### config.mk
export PLATFORM = sky130hd
export DESIGN_NAME = dct_transpose_scheduler_flat
export DESIGN_NICKNAME = d
export VERILOG_FILES = /design/src/rtl/dct_transpose_scheduler_if.sv /design/src/rtl/dct_transpose_scheduler.sv /design/src/flat_wrapper.sv
export SDC_FILE = /design/constraint.sdc
export NUM_CORES = 1
export LEC_CHECK = 0
export BUFFER_PORTS_ARGS = -buffer_cell sky130_fd_sc_hd__buf_2
export CAP_MARGIN = 10
export CORE_MARGIN = 2
export CORE_UTILIZATION = 55
export DETAILED_ROUTE_END_ITERATION = 10
export PLACE_DENSITY_LB_ADDON = 0.3
export SYNTH_ARGS = -nofsm -noshare
export SYNTH_HDL_FRONTEND = slang
export SYNTH_SLANG_ARGS = --single-unit
### constraint.sdc
create_clock -name clk -period 2.6 [get_ports clk]
set_input_delay 0.39 -clock clk [delete_from_list [all_inputs] [get_ports clk]]
set_output_delay 0.39 -clock clk [all_outputs]
set_load 0.05 [all_outputs]
### src/rtl/dct_transpose_scheduler_if.sv
// Stream bundle between the row-pass DCT, the transpose scheduler and the column-pass DCT.
// The master drives row samples and the downstream stall; the slave returns column samples and status.
interface dct_transpose_scheduler_if #(
  parameter int WIDTH = 10
);
  logic                    sample_en;
  logic signed [WIDTH-1:0] sample;
  logic                    hold;
  logic                    ready;
  logic                    col_en;
  logic signed [WIDTH-1:0] col_data;
  logic                    block_done;
  logic                    overflow;

  modport master (
    output sample_en, sample, hold,
    input  ready, col_en, col_data, block_done, overflow
  );

  modport slave (
    input  sample_en, sample, hold,
    output ready, col_en, col_data, block_done, overflow
  );
endinterface

### src/rtl/dct_transpose_scheduler.sv
// Ping-pong 8x8 transpose buffer between the row and column 1-D DCT passes.
// Blocks are written row-major into one bank while the other bank is replayed column-major.
module dct_transpose_scheduler #(
  parameter int WIDTH = 10
) (
  input logic                   clk,
  input logic                   rst,
  dct_transpose_scheduler_if.slave bus
);

  typedef enum logic {
    IDLE,
    READ
  } rd_state_t;

  rd_state_t state, state_next;

  logic signed [WIDTH-1:0] mem [2][64];

  logic       wr_bank;
  logic       rd_bank;
  logic [5:0] wr_cnt;
  logic [5:0] rd_cnt;
  logic [1:0] full;

  logic       wr_accept;
  logic       wr_last;
  logic       rd_issue;
  logic       rd_last;
  logic       other_full;
  logic [5:0] rd_index;

  logic                    col_en_q;
  logic signed [WIDTH-1:0] col_data_q;
  logic                    block_done_q;
  logic                    overflow_q;

  assign wr_accept  = bus.sample_en && !full[wr_bank];
  assign wr_last    = wr_accept && (wr_cnt == 6'd63);
  assign rd_last    = rd_issue && (rd_cnt == 6'd63);
  assign other_full = full[~rd_bank];
  // Column-major replay: rd_cnt low bits pick the row, high bits the column.
  assign rd_index   = {rd_cnt[2:0], rd_cnt[5:3]};

  assign bus.ready      = !full[wr_bank];
  assign bus.col_en     = col_en_q;
  assign bus.col_data   = col_data_q;
  assign bus.block_done = block_done_q;
  assign bus.overflow   = overflow_q;

  // NOTE: every output of this block gets a default first so no path infers a latch.
  always_comb begin
    state_next = state;
    rd_issue   = 1'b0;
    case (state)
      IDLE: begin
        if (full[rd_bank] && !bus.hold) begin
          rd_issue   = 1'b1;
          state_next = READ;
        end
      end
      READ: begin
        if (!bus.hold) begin
          rd_issue = 1'b1;
          if (rd_cnt == 6'd63) begin
            state_next = other_full ? READ : IDLE;
          end
        end
      end
    endcase
  end

  // NOTE: the sample array is deliberately left out of reset; its contents are only
  // observable after a bank has been completely rewritten and marked full.
  always_ff @(posedge clk) begin
    if (wr_accept) begin
      mem[wr_bank][wr_cnt] <= bus.sample;
    end
  end

  // NOTE: sequential state uses non-blocking assignments so every register samples
  // the pre-edge values regardless of statement order.
  always_ff @(posedge clk) begin
    if (rst) begin
      state        <= IDLE;
      wr_bank      <= 1'b0;
      rd_bank      <= 1'b0;
      wr_cnt       <= 6'd0;
      rd_cnt       <= 6'd0;
      full         <= 2'b00;
      overflow_q   <= 1'b0;
      col_en_q     <= 1'b0;
      col_data_q   <= '0;
      block_done_q <= 1'b0;
    end else begin
      state <= state_next;

      if (wr_accept) begin
        wr_cnt <= wr_cnt + 6'd1;
      end
      if (wr_last) begin
        wr_bank       <= ~wr_bank;
        full[wr_bank] <= 1'b1;
      end
      if (bus.sample_en && full[wr_bank]) begin
        overflow_q <= 1'b1;
      end

      if (rd_issue) begin
        rd_cnt     <= rd_cnt + 6'd1;
        col_data_q <= mem[rd_bank][rd_index];
      end
      // Release and fill always target different banks, so both updates land.
      if (rd_last) begin
        rd_bank       <= ~rd_bank;
        full[rd_bank] <= 1'b0;
      end

      col_en_q     <= rd_issue;
      block_done_q <= rd_last;
    end
  end

endmodule

### src/flat_wrapper.sv
// flat-port wrapper written by rule: the top's interface ports become plain ports
module dct_transpose_scheduler_flat 
#(
  parameter int WIDTH = 10
)
  (clk, rst, bus_sample_en, bus_sample, bus_hold, bus_ready, bus_col_en, bus_col_data, bus_block_done, bus_overflow);
  dct_transpose_scheduler_if #(.WIDTH(WIDTH)) bus_i ();
  input logic clk;
  input logic rst;
  input wire logic [$bits(bus_i.sample_en)-1:0] bus_sample_en;
  input wire logic [$bits(bus_i.sample)-1:0] bus_sample;
  input wire logic [$bits(bus_i.hold)-1:0] bus_hold;
  output wire logic [$bits(bus_i.ready)-1:0] bus_ready;
  output wire logic [$bits(bus_i.col_en)-1:0] bus_col_en;
  output wire logic [$bits(bus_i.col_data)-1:0] bus_col_data;
  output wire logic [$bits(bus_i.block_done)-1:0] bus_block_done;
  output wire logic [$bits(bus_i.overflow)-1:0] bus_overflow;
  assign bus_i.sample_en = bus_sample_en;
  assign bus_i.sample = bus_sample;
  assign bus_i.hold = bus_hold;
  assign bus_ready = bus_i.ready;
  assign bus_col_en = bus_i.col_en;
  assign bus_col_data = bus_i.col_data;
  assign bus_block_done = bus_i.block_done;
  assign bus_overflow = bus_i.overflow;
  dct_transpose_scheduler #(.WIDTH(WIDTH)) u_core (.clk(clk), .rst(rst), .bus(bus_i));
endmodule
==> After elaboration in Yosys (flattened, before gate mapping) <==
Memory sizes are Yosys's and may differ from the RTL's. A register that Yosys moved wholly into a read port is not among the register bits.
Cells that the tools add are included.
{ "classes": {"n_addsub": 2, "order_cmp": 8, "eq_ne": 2, "n_mux": 29, "bitwise": 8, "reduce_logical": 10} }
{ "op_table": {"columns": ["operator", "count"], "rows": [
  ["640-bit 2-to-1 mux", 1],
  ["10-bit binary-select mux with 6-bit select", 1],
  ["10-bit demux with 6-bit select", 1],
  ["10-bit 2-to-1 mux", 3],
  ["1-bit 2-to-1 mux", 16],
  ["7-bit greater-or-equal comparator, second input constant", 2],
  ["6-bit NOT with 7-bit output", 2],
  ["6-bit by 1-bit adder with 6-bit output, second input constant", 2],
  ["6-bit == test, second input constant", 2],
  ["1-bit logical AND", 8],
  ["7-bit by 1-bit < comparator with 1-bit output, second input constant", 1],
  ["1-bit by 2-bit < comparator with 1-bit output, second input constant", 3],
  ["2-bit 2-to-1 mux", 3],
  ["1-bit one-hot mux with 2 select lines", 2],
  ["1-bit NOT", 3],
  ["2-bit bitwise AND", 1],
  ["1-bit demux with 1-bit select", 2],
  ["1-bit greater-or-equal comparator, second input constant", 2],
  ["1-bit logical NOT", 2],
  ["2-bit NOT", 1],
  ["2-bit OR", 1]
]} }
{ "totals": {"reg_bits": 30, "ram_bits": 1280, "input_bits": 14, "output_inout_bits": 14, "wordCells": 70, "mem_count": 1} }
{ "memory_table": {"columns": ["name", "depth", "word_bits", "rd", "rd_clocked_by_memory_dff", "write_ports", "line", "rtl"], "rows": [
  ["u_core.mem", 2, 640, 1, 1, 1, "dct_transpose_scheduler.sv:18", "logic signed [WIDTH-1:0] mem [2][64];"]
]} }

==> Longest topological paths before layout <==
Gate-level depths: netlist of the first run.
{ "depth": {"ltp_word": 9, "depth_mapped": 11} }

==> Least setup slack after synthesis of the first run <==
OpenSTA, ideal clock, no wires.
{ "synth_path": {"path_type": "reg-to-reg", "startpoint": "register u_core.wr_bank", "endpoint": "memory u_core.mem[1][110] (netlist bit), enable pin", "arrival_ns": 2.827, "t_required_ns": 2.224, "setup_slack_ns": -0.603, "path_stages_with_launch": 8, "n_path_buf": 2, "cell_sequence": "dfxtp_1 -> mux2i_1 -> and2_1 -> buf_2 -> nor2b_1 -> nand3b_1 -> clkbuf_1 -> nor2_1"} }
{ "synth_between": {"elab_chain_len": 6} }
{ "synth_rtl": {"columns": ["item", "line", "rtl"], "rows": [
  ["start, declared", "dct_transpose_scheduler.sv:20", "logic wr_bank;"],
  ["start signal, assigned", "dct_transpose_scheduler.sv:102", "wr_bank <= ~wr_bank;"],
  ["1-bit 2-to-1 mux (2 in series)", null, null],
  ["1-bit logical NOT", null, null],
  ["via bus_ready", "flat_wrapper.sv:13", "output wire logic [$bits(bus_i.ready)-1:0] bus_ready;"],
  ["1-bit logical AND", "dct_transpose_scheduler.sv:38", "assign wr_accept = bus.sample_en && !full[wr_bank];"],
  ["1-bit 2-to-1 mux", "dct_transpose_scheduler.sv:76", "if (wr_accept) begin"],
  ["640-bit 2-to-1 mux (implied by the code)", "dct_transpose_scheduler.sv:77", "mem[wr_bank][wr_cnt] <= bus.sample;"],
  ["end, declared", "dct_transpose_scheduler.sv:18", null]
]} }
The timed path passes the listed nets, and every way through them passes these cells. The select of a mux whose other input is x is not followed.

==> run metrics, run 1 <==
largest net degree at the start of global routing 129; cts bufs inserted 132; DRC violations left 0; Synth-to-Final Area Change 17.1%; Worst-Skew Late Latency 740 ps; final setup violating endpoints 1; complex-gate fraction of the synthesized area ~3.2%; syn_area_per_cell 20.6 um^2; worst vdd ir 0.510 mV; WL per Instance 29.3 um; RePlAce Congestion 0.891; Highest Clock Rate 384 MHz; routed wire length around 120 mm; clock transition at the registers of the reported paths roughly 60 ps; Row Count 111; Synth Area in Simple Gates 2.54%; Worst Path Class, Setup reg -> reg; CTS Buffer Depth 3; drt first pass iters 5; total gr overflow 0; Non-Filler Cell Area, Final 59,400 um^2; Gate Count Post-Synth 2,467; status complete, but fails checks; Reg power frac 55.8%; Die ar. 94,600 um^2; hpwl dp 74.9 mm; Psw 8160 uW; placed cell area 54,500 um^2; Hold Violations, Final 0; Sw Ratio 19.6%; via count 26,300; share of cells above drive strength 1 29.9%; post-layout minimum cycle time between 2000 and 3000 ps; Hold EP u_core.mem[0][83]; Comb pwr share 1.5%; Seq/Total Area, Yosys 77.0%; mux contribution to synthesized area 15.5%; Die X 308 um; pwr/cell area ~700 nW/um^2; Post-DRT Antenna Nets 0; number of global-route vias before repair 26,600; Chip Height approximately 310 um; violated checks negative setup slack; ANT cells 0; CP endpoint kind flip-flop; Clock Sinks 1,311; Max Slew Vio Count 0; CP arrival approximately 3200 ps; DR iter-0 viols 3,342; setup ws final -1.46 ps; worst r2r path cells 8; slew margin rel. between 20 and 30%; first-pass GRT wire length between 150 and 200 mm; Startpoint Class flip-flop; Synth area leaders edfxtp_1 76%, mux4_2 11%, mux2i_1 4.0%, nor2_1 1.3%, dfxtp_1 1.2%; I/O pins 28; Synth Area in XOR/XNOR 0.190%; most common cell in the netlist edfxtp_1; fillers around 5,800; Slew @ Worst Pin 1080 ps; Distinct cells, synth 48; total track usage 25.9%; Crit Path Max Fanout 11; Nets 2,854; hold wc startpoint bus_sample[3]; H-tree levels 4; Fin Clk Skew 31.5 ps; P_int 33,400 uW; RR Endpoint u_core.bus.col_data[7]; WHS Path Cells 1; post-synthesis async set-or-reset flop share 0%; number of max-cap violations 0; #FFs+latches synth 1,311; Synth Warn # 0; vias per std cell 6.38; data required time at the worst endpoint ~3200 ps; Root Buffer Master clkbuf_16; initial core utilization between 50% and 60%; Post-synth top flop edfxtp_1; total design power 41,600 uW; area of the mapped netlist between 50,000 and 60,000 um^2; Clock Power Share 42.7%; top cell type's share of synthesized area between 70% and 80%; Commonest cells post-synth 1,280 x edfxtp_1, 258 x mux4_2, 203 x mux2i_1, 170 x nor2_1, 74 x o22ai_1; Tcrit/Tclk final 100%; initial antenna violation count 7; number of enable flip-flop cells after synthesis between 1,000 and 1,500; LEAKAGE about 0.018 uW; Synth Area in Adders 0.0493%; type of the worst min-delay path in -> reg; port bufs 27; R2R Setup Slk -1 ps; CTS tree done; RSZ-0062 raised after global routing yes; Core Region around 90,000 um^2; combinational family with the most area after synthesis multiplexers; cell taking the most area after synthesis edfxtp_1; Post-Syn Nets ~2,500
-- per-stage QoR --
step	hold WS, ps	setup WS [ps]	TNS, ps	util (%)	instances
floorplan	482	-151	-52000	-	2467
detailed placement	457	-355	-2480	59.5	3863
global placement	461	-332	-2170	59.5	3863
CTS	31.9	1.06	0	64.5	4109
global route	39.2	-60.6	-225	64.9	4120
finish	68.8	-1.46	-1.46	64.9	4120
-- power by group through the flow --
stage	clock [uW]	combinational (uW)	sequential, uW
floorplan	0	93.2	23700
CTS	18000	605	23200
finish	17800	607	23200
detailed placement	0	598	23700
global route	18800	642	23200
global placement	0	564	23700
-- critical path, stage by stage (launching register included) --
cell and delay, ps:
dfxtp_4 370, bufbuf_16 310, buf_12 130, buf_16 150, mux4_2 540, mux4_2 470, nand3_1 100, nand2_1 90
or3_1 310
-- cells by family after synthesis --
family | Yosys count
adder cells (fa/ha/maj) | 2
buffers and inverters | 139
AND/OR/NAND/NOR | 298
multiplexers | 462
AO/OA/AOI/OAI | 244
XOR/XNOR | 11
flip-flops | 1311
-- placed cells by master, fill, tap and decap left out, types with 30 or more instances in the layout --
| cell type | Yosys | final |
|---|---|---|
| mux2i_1 | 203 | 190 |
| nand2_1 | 49 | 46 |
| buf_12 | 0 | 38 |
| o21ai_0 | 44 | 30 |
| buf_4 | 31 | 289 |
| o22ai_1 | 74 | 72 |
| clkinv_1 | 0 | 35 |
| mux4_2 | 258 | 258 |
| a22oi_1 | 39 | 30 |
| clkbuf_16 | 0 | 137 |
| edfxtp_1 | 1280 | 1280 |
| nor2_1 | 170 | 156 |
-- metal layers --
| metal | global-route usage, % | part of all wire, % | vias up |
|---|---|---|---|
| met4 | 9.59 | 3.3 | 6 |
| met1 | 35.1 | 38 | 13700 |
| met3 | 5.37 | 9.0 | 254 |
| li1 | - | - | 11000 |
| met5 | 0 | 0.032 | - |
| met2 | 41.9 | 49 | 1336 |
-- sequential cells by signal, indices dropped and copies added, names as in the netlist, named ones only --
register	count
u_core.bus.block_done	1
u_core.bus.col_data	10
u_core.bus.col_en	1
u_core.bus.overflow	1
u_core.full	2
u_core.mem	1280
u_core.rd_bank	1
u_core.rd_cnt	6
u_core.state	1
u_core.wr_bank	1
u_core.wr_cnt	6
-- cell type report --
cell class | count | area (um^2) | share of cell area, %
well taps | 1186 | 1480 | 2.50
repair buffers | 372 | 3540 | 5.97
inverters | 4 | 15.0 | 0.0253
clock buffers | 163 | 3520 | 5.93
flip-flops and latches | 1311 | 39100 | 65.8
multi-input cells | 1017 | 11200 | 18.9
clock inverters | 67 | 509 | 0.858
-- worst max-delay path by stage --
stage / end / slack [ps] / cells past startpoint
global placement: u_core.bus.col_data[1] / -330 / 6
global route: u_core.bus.col_data[5] / -60 / 10
finish: u_core.bus.col_data[7] / -1 / 8
floorplan: u_core.mem[1][110] / -150 / 7
detailed placement: u_core.bus.col_data[0] / -360 / 10
CTS: u_core.bus.col_data[2] / 1 / 9
-- timing repair --
| item | CTS | global route |
|---|---|---|
| cloned | 6 | 2 |
| setup buffers | 7 | 9 |
| hold buffers | 3 | 0 |
| endpoints found under the setup margin | 10 | 191 |
| gates resized for setup | 58 | 52 |
| endpoints found under the hold margin | 7 | 0 |
| pin swaps | 5 | 13 |
No activity file was read; power rests on OpenSTA's default activity.
==> inputs of run 2 (changes only) <==
Settings changed: ABC_AREA from default to 1, CORE_UTILIZATION 55 to 27, CTS_CLUSTER_SIZE from default to 20.
==> run metrics, run 2 <==
initial core utilization 27.1% (-28 points); Chip Height 457 um (+49%); cts bufs inserted 144 (+9.1%); Distinct cells, synth 31 (-35%); number of enable flip-flop cells after synthesis 1,280 (unchanged); number of global-route vias before repair 36,400 (+37%); clock transition at the registers of the reported paths 60 ps (about the same); post-layout minimum cycle time 2540 ps (-59.4 ps); LEAKAGE 0.0250 uW (+36%); Core Region 204,000 um^2 (+120%); largest net degree at the start of global routing 73 (-43%); worst vdd ir 0.538 mV (+5.6%); number of flip-flops in the largest register 1,280 (unchanged); Gate Count Post-Synth 5,213 (+110%); Commonest cells post-synth 1,494 x nand2_1, 1,280 x edfxtp_1, 650 x nor2_1, 524 x nand3_1, 494 x inv_1; routed wire length 162 mm (+34%); RSZ-0062 raised after global routing yes; Fin Clk Skew 27.5 ps (-3.97 ps); Post-Syn Nets 5,229 (+110%); Nets 5,404 (+89%); share of cells above drive strength 1 11.2% (-19 points); Tcrit/Tclk final 97.8% (-2.3 points); H-tree levels 4 (unchanged); drt first pass iters 5 (unchanged); pwr/cell area 666 nW/um^2 (-5.0%); CTS Buffer Depth 3 (unchanged); Hold Violations, Final 0 (unchanged); fillers 20,600 (+250%); crit path cell chain nand2_1 -> o21ai_0 -> buf_4 -> inv_1 -> nand2_2 -> buf_4 -> nor3_2 -> buf_12 -> nand2_1 -> nor2_1; met3 GRT Util 2.45% (-2.9 points); final setup violating endpoints 0 (-1); total design power 43,600 uW (+4.9%); CP Buf/Inv Count 4 (+1); most common cell in the netlist nand2_1; largest reg by FF count u_core.mem; slowest CP cell nor2_1; met2 Resource Use GR 25.0% (-17 points); CP arrival 2940 ps (-260 ps); slew margin rel. 35.6% (+8.1 points); CTS tree done; initial antenna violation count 2 (-5); RePlAce Congestion 0.848 (-4.8%); Synth-to-Final Area Change 18.4%; Row Count 166 (+50%); number of max-cap violations 0 (unchanged); CP endpoint kind flip-flop; DR iter-0 viols 3,372 (+0.90%); type of the worst min-delay path in -> reg; Post-synth top flop edfxtp_1; syn_area_per_cell 10.6 um^2 (-48%); via count 37,200 (+42%); GR Util met1 20.1% (-15 points); highest cell delay on the worst timing path 660 ps (+120 ps); WL per Instance 19.8 um (-33%); hpwl dp 99.4 mm (+33%); Worst-Skew Late Latency 780 ps (+40 ps); Max Slew Vio Count 0 (unchanged); Root Buffer Master clkbuf_16; setup TNS 0 ps (+1.46 ps); setup ws final 57.9 ps (+59.4 ps); Synth Warn # 0 (unchanged); DRC violations left 0 (unchanged); first-pass GRT wire length 238 mm (+34%); port bufs 27 (unchanged); cell taking the most area after synthesis edfxtp_1; post-synthesis async set-or-reset flop share 0% (unchanged); Post-DRT Antenna Nets 0 (unchanged); status completed; Seq/Total Area, Yosys 70.5% (-6.5 points); total gr overflow 0 (unchanged); top cell type's share of synthesized area 69.4% (-6.4 points); total track usage 15.1% (-11 points); I/O pins 28 (unchanged); Highest Clock Rate 393 MHz (+2.3%); Worst Path Class, Setup reg -> reg; vias per std cell 4.55 (-29%); Clock Sinks 1,311 (unchanged); DP Worst Slack 41.2 ps (+396 ps); grt peak-use layer met2; #FFs+latches synth 1,311 (unchanged); Crit Path Max Fanout 10 (-1); most frequent cells in the layout 1,494 x nand2_1, 1,280 x edfxtp_1, 595 x nor2_1; cell family with most CP delay simple AND/OR/NAND/NOR gates; most common cell after layout, fill and taps aside nand2_1; Die ar. 209,000 um^2 (+120%); data required time at the worst endpoint 3000 ps (-200 ps); Synth area leaders edfxtp_1 69%, nand2_1 10%, nand3_1 4.7%, nor2_1 4.4%, inv_1 3.3%; Die X 457 um (+49%); Slew @ Worst Pin 962 ps (-119 ps); Startpoint Class flip-flop; area of the mapped netlist 55,400 um^2 (+9.2%)
## run 2: cell count changes after synthesis, sizes merged, moves of 32 or more
cell / change
a21oi: +32
a22oi: -39
buf: +92
clkbuf: +59
inv: +495
mux2i: -203
mux4: -258
nand2: +1446
nand3: +492
nor2: +481
nor3: +42
o21ai: +240
o22ai: -69
## run 2: final cells by class
cell class,instances,area (um^2),area share (%)
tap,2688,3360,5.13
timing repair inverter,2,22.5,0.0343
antenna,2,5.00,0.00763
clock inverter,70,631,0.962
inverter,500,1910,2.92
clock buffer,187,3860,5.88
timing repair buffer,313,3440,5.24
multi-input combinational,3116,13300,20.2
sequential,1311,39100,59.6
## run 2: path summary, 6_finish.rpt
kind	from	endpoint	slack, ps	cells after the start
max reg2reg	u_core.wr_bank	u_core.mem[0][199]	60	10
min	bus_sample[9]	u_core.mem[0][339]	80	1
max	u_core.wr_bank	u_core.mem[0][199]	60	10
min reg2reg	u_core.full[0]	u_core.full[0]	500	2
## run 2: timing repair
item,4_1_cts,5_1_grt
buffers inserted,0,4
endpoints found under the setup margin,0,748
endpoints found under the hold margin,1,0
hold buffers,1,0
gates resized for setup,0,69
## run 2: through the flow
| step | hold slack, ps | cells | util (%) | instance area [um^2] |
|---|---|---|---|---|
| finish | 75.2 | 8189 | 32.1 | 65600 |
| global route | 49.9 | 8187 | 32.1 | 65600 |
| CTS | 26.9 | 8180 | 32.0 | 65200 |
| detailed placement | 487 | 7922 | 29.8 | 60700 |
| global placement | 484 | 7922 | 29.8 | 60700 |
| floorplan | 454 | 5213 | - | 55400 |
## run 2: kinds of logic (layout without fill, tap and decap cells)
kind of cell	after synthesis	in the layout	synth area share, %
adders and majority gates	2	2	0.0452
other	0	2	0
AOI/OAI and AO/OA	371	371	3.49
buffers and inverters	786	1072	5.94
DFF	1311	1311	70.5
and+or+nand+nor	2743	2743	20.0
## run 2: per-layer routing
| layer | share of wire, % | routed length (um) |
|---|---|---|
| met3 | 5.5 | 8890 |
| met1 | 44 | 71200 |
| met5 | 0 | 0 |
| met2 | 47 | 76800 |
| met4 | 3.1 | 5090 |
## run 2: report_power, final
group	internal, uW	leakage (uW)	switching [uW]
sequential	23200	0.0118	10.0
combinational	135	0.0110	574
clock	11300	0.00220	8420
